--- src/rtl/pulse_sync_tx.sv ---
// pulse_sync_tx: source half of a single-bit event crossing; queues event pulses
// in a saturating counter and launches each over a 4-phase req/ack handshake.
module pulse_sync_tx #(
   parameter int CNT_W       = 4,
   parameter int SYNC_STAGES = 2
) (
   input  logic             clk1,
   input  logic             rst,
   input  logic             data,
   input  logic             ack_in,
   output logic             req_out,
   output logic [CNT_W-1:0] pending,
   output logic             busy,
   output logic             sent,
   output logic             overflow
);
   localparam logic [1:0] IDLE    = 2'd0;
   localparam logic [1:0] REQ     = 2'd1;
   localparam logic [1:0] ACK_LOW = 2'd2;
   logic [1:0]             r_state;
   logic [1:0]             w_next;
   logic [SYNC_STAGES-1:0] r_sync;
   logic [CNT_W-1:0]       r_pending;
   logic                   r_req;
   logic                   r_busy;
   logic                   r_sent;
   logic                   r_ovf;
   logic                   w_ack_s;
   logic                   w_dec;
   logic                   w_inc_only;
   logic                   w_full;
   assign w_ack_s    = r_sync[SYNC_STAGES-1];
   assign w_full     = &r_pending;
   // IDLE also waits for ack_s low so a stale ack left over from a reset cannot
   // be mistaken for the answer to a fresh request.
   assign w_next     = (r_state == IDLE) ? ((r_pending != '0 && !w_ack_s) ? REQ : IDLE) :
                       (r_state == REQ)  ? (w_ack_s ? ACK_LOW : REQ) :
                                           (w_ack_s ? ACK_LOW : IDLE);
   assign w_dec      = (r_state == IDLE) && (w_next == REQ);
   assign w_inc_only = data && !w_dec;
   always_ff @(posedge clk1) begin
      if (rst) begin
         r_sync    <= '0;
         r_state   <= IDLE;
         r_pending <= '0;
         r_req     <= 1'b0;
         r_busy    <= 1'b0;
         r_sent    <= 1'b0;
         r_ovf     <= 1'b0;
      end else begin
         r_sync    <= {r_sync[SYNC_STAGES-2:0], ack_in};
         r_state   <= w_next;
         r_req     <= (w_next == REQ);
         r_busy    <= (w_next != IDLE);
         r_sent    <= (r_state == REQ) && w_ack_s;
         r_pending <= (w_inc_only && !w_full) ? r_pending + CNT_W'(1) :
                      (w_dec && !data)        ? r_pending - CNT_W'(1) : r_pending;
         r_ovf     <= r_ovf | (w_inc_only && w_full);
      end
   end
   assign req_out  = r_req;
   assign pending  = r_pending;
   assign busy     = r_busy;
   assign sent     = r_sent;
   assign overflow = r_ovf;
endmodule

--- config.mk ---
export PLATFORM = sky130hd
export DESIGN_NAME = pulse_sync_tx
export DESIGN_NICKNAME = d
export VERILOG_FILES = /design/src/rtl/pulse_sync_tx.sv
export SDC_FILE = /design/constraint.sdc
export NUM_CORES = 1
export LEC_CHECK = 0
export ABC_CLOCK_PERIOD_IN_PS = 2900
export CAP_MARGIN = 20
export CORE_AREA = 2 2 39 41
export CTS_CLUSTER_DIAMETER = 100
export DETAILED_ROUTE_END_ITERATION = 6
export DIE_AREA = 0 0 41 43
export PLACE_DENSITY = 0.66
export REMOVE_ABC_BUFFERS = 1
export SYNTH_ARGS = -nofsm -noshare
export SYNTH_HDL_FRONTEND = slang
export SYNTH_SLANG_ARGS = --single-unit
--- constraint.sdc ---
create_clock -name clk1 -period 2.9 [get_ports clk1]
set_clock_uncertainty 0.15 [all_clocks]
set_input_delay 0.58 -clock clk1 [delete_from_list [all_inputs] [get_ports clk1]]
set_output_delay 0.58 -clock clk1 [all_outputs]
set_load 0.03 [all_outputs]
==> flow_summary.yaml <==
placement:
  gp_congestion: 0.725
  detailed_place.area_um2: 718
  hpwl_um: 684
  portBuffers: 11
  dp.cells: 85
route:
  viasPerCell: 5.11
  antenna_left: 0
  drc: 0
  first_iter_violations: 4
  wl_per_cell_um: 10.4
  drt_wl_total_um: 918
  vias: 450
  firstDrtPassIters: 2
synth:
  synth_top_family_by_area: "simple AND/OR/NAND/NOR gates"
  synth_top_area_cell: "dfxtp_1"
  synth_compound_area_share_pct: 13.0
  ys_async_sr_fraction_pct: 0
  syn_area_per_cell_um2: 10.2
  syn_inst: 56
  syn-cell-area_um2: 569
  synth_area_leaders: "dfxtp_1 42%, ha_1 4.4%, nor3b_1 4.0%, nor4_4 3.7%, fa_1 3.5%"
  synth_cell_type_count: 26
  postSynth.topFlopCell: "dfxtp_1"
  yosysTopAreaCellShare_pct: 42.2
  synth_edf_count: 0
  synthAdderAreaFrac_pct: 7.91
  ys_ff_latch: 12
  synthMuxAreaShare_pct: 3.52
  yosysWarnings: 0
  synth-simple-area-share_pct: 29.2
  yosys.area_share.xor_xnor_pct: 1.54
  ys_seq_area_share_pct: 42.2
critical_path:
  timing.rr.end: "pending[3]"
  r2r_slack_ns: 0.33
  cp_data_arrival_time_ns: 2.59
  cp-start-kind: "flop"
  r2r_start: "pending[3]"
  critPathKind: "reg -> reg"
  worst-path-max-fanout: 6
  worst_r2r_path_depth: 8
  required_ns: 2.92
  crit_path_end_kind: "flop"
power_and_ir_drop:
  p_clk_share_pct: 11.9
  leakage_nw: 0.280
  switchingPower_w: 0.000345
  switching_share_pct: 42.1
  seq_power_share_pct: 32.8
  p_int_w: 0.000474
  vdd.ir_drop.worst_mv: 0.523
  power.density_mw_per_mm2: 1110
  combPwrFrac_pct: 55.3
layout:
  diodes: 0
  syn_to_final_growth_pct: 30.1
  instances_no_fill: 88
  layout_common_cells: "12 x dfxtp_1, 11 x clkdlybuf4s50_1"
  n_fill_cell: 135
  final_nets: 81
  final_common_cell: "dfxtp_1"
  drive_above_1_share_pct: 15.3
  fin_area_um2: 741
cts:
  cts_resized: 0
  cts.sinks: 12
  cts_root_buf: "clkbuf_4"
  clk_latency_ns: 0.26
  cts_setup_buffers: 0
  cts_buffers: 3
  clockBufferDepth: 2
  cts_hold_buffers: 0
  clkTransAtPathRegs_ns: 0.07
  cts_tree: "done"
  cts_max_level: 1
global_routing:
  grt_pass1_vias: 392
  grt_max_degree: 15
  grt_antenna_before_repair: 0
  grt_util_all_layers_pct: 14.2
  grt_pass1_wl_mm: 1.68
  overflow: 0
timing:
  drv_slew: 0
  slew_headroom_pct: 68.1
  min_period_ns: 2.57
  period_share_pct: 88.6
  setup_viol: 0
  fmax_ghz: 0.389
  fin_setup_tns_ns: 0
  rsz0062_at_grt: "no"
  hold_viol: 0
  max_slew.worst_pin.slew_ns: 0.467
min_path:
  min_delay_worst_endpoint: "r_sync[1]"
  hold_depth: 1
  hp-class: "reg -> reg"
  min_from: "r_sync[0]"
flow_run:
  drv_cap: 0
floorplanning:
  ios: 12
  fp.dieArea_mm2: 0.00176
  rows: 14
  core-area_mm2: 0.00138
  dieHeight_um: 43
  die_w_um: 41
  initial_core_util_pct: 41.1
status:
  status: "finished clean"
==> critical path, stage by stage, from the launching register on <==
cell and delay (ns):
dfxtp_1 0.38, nor4_4 0.41, o211a_1 0.23, inv_1 0.08, ha_1 0.32, a21oi_1 0.22, nand2_1 0.11, or4b_1 0.50
o311ai_1 0.08
==> metal layers <==
| layer | vias up | share of wire, % | GRT usage [%] |
|---|---|---|---|
| met5 | - | 0 | 0 |
| met4 | 0 | 0.87 | 6.00 |
| met3 | 2 | 4.5 | 7.85 |
| met2 | 8 | 43 | 16.6 |
| met1 | 202 | 52 | 20.9 |
| li1 | 238 | - | - |
==> cell usage after synthesis (2+ instances only) <==
cell type and number:
inv_1 3, o21ai_0 3, a2111oi_0 2, nand2b_1 3, a21oi_1 3, nor2_1 2, nand2_1 2, nor2b_1 2
ha_1 2, mux2i_1 2, or2_2 2, nor3_1 3, dfxtp_1 12, nor3b_1 3
==> how the worst max path moves through the flow <==
stage / slack [ns] / endpoint / depth (start not counted) / start
after detailed placement: 0.12 / pending[3] / 8 / data
after floorplan: 0.19 / pending[3] / 8 / pending[0]
after global placement: 0.12 / pending[3] / 8 / data
final: 0.33 / pending[3] / 8 / pending[3]
after CTS: 0.31 / pending[3] / 8 / pending[3]
after global routing: 0.12 / pending[3] / 8 / pending[3]
==> registers in the layout, indices dropped and copies added (netlist names) <==
signal / flops
busy: 1
overflow: 1
r_sync: 2
req_out: 1
sent: 1
pending: 4
r_state: 2
==> metrics by stage <==
stage | power (W) | util, % | hold slack (ns) | setup WS, ns
2_1_floorplan | 0.000589 | - | 0.264 | 0.187
3_3_place_gp | 0.000724 | 51.9 | 0.268 | 0.117
3_5_place_dp | 0.000731 | 51.9 | 0.277 | 0.116
4_1_cts | 0.000830 | 53.5 | 0.293 | 0.310
5_1_grt | 0.000891 | 53.5 | 0.310 | 0.117
6_report | 0.000819 | 53.5 | 0.291 | 0.332
==> power by group through the flow <==
stage / Clock, W / Combinational (W) / Sequential (W)
2_1_floorplan: 0 / 0.000244 / 0.000346
5_1_grt: 0.000110 / 0.000507 / 0.000275
3_3_place_gp: 0 / 0.000452 / 0.000271
3_5_place_dp: 0 / 0.000458 / 0.000272
6_report: 0.0000973 / 0.000453 / 0.000269
4_1_cts: 0.000102 / 0.000460 / 0.000268
==> cell type report <==
cell class,instances,area [µm²],share of cell area [%]
Inverter,3,11.3,1.52
Timing Repair Buffer,14,133,17.9
Tap cell,16,20.0,2.70
Sequential cell,12,240,32.4
Multi-Input combinational cell,40,314,42.4
Clock buffer,3,22.5,3.04
==> logic make-up (layout without fill, tap and decap cells) <==
| group | after synthesis | count (layout) |
|---|---|---|
| buffers and inverters | 4 | 20 |
| adder cells (fa/ha/maj) | 3 | 3 |
| XOR/XNOR | 1 | 1 |
| AO/OA/AOI/OAI | 11 | 11 |
| AND/OR/NAND/NOR | 23 | 23 |
| flip-flops | 12 | 12 |
| multiplexers | 2 | 2 |
(Power assumes the default switching activity.)
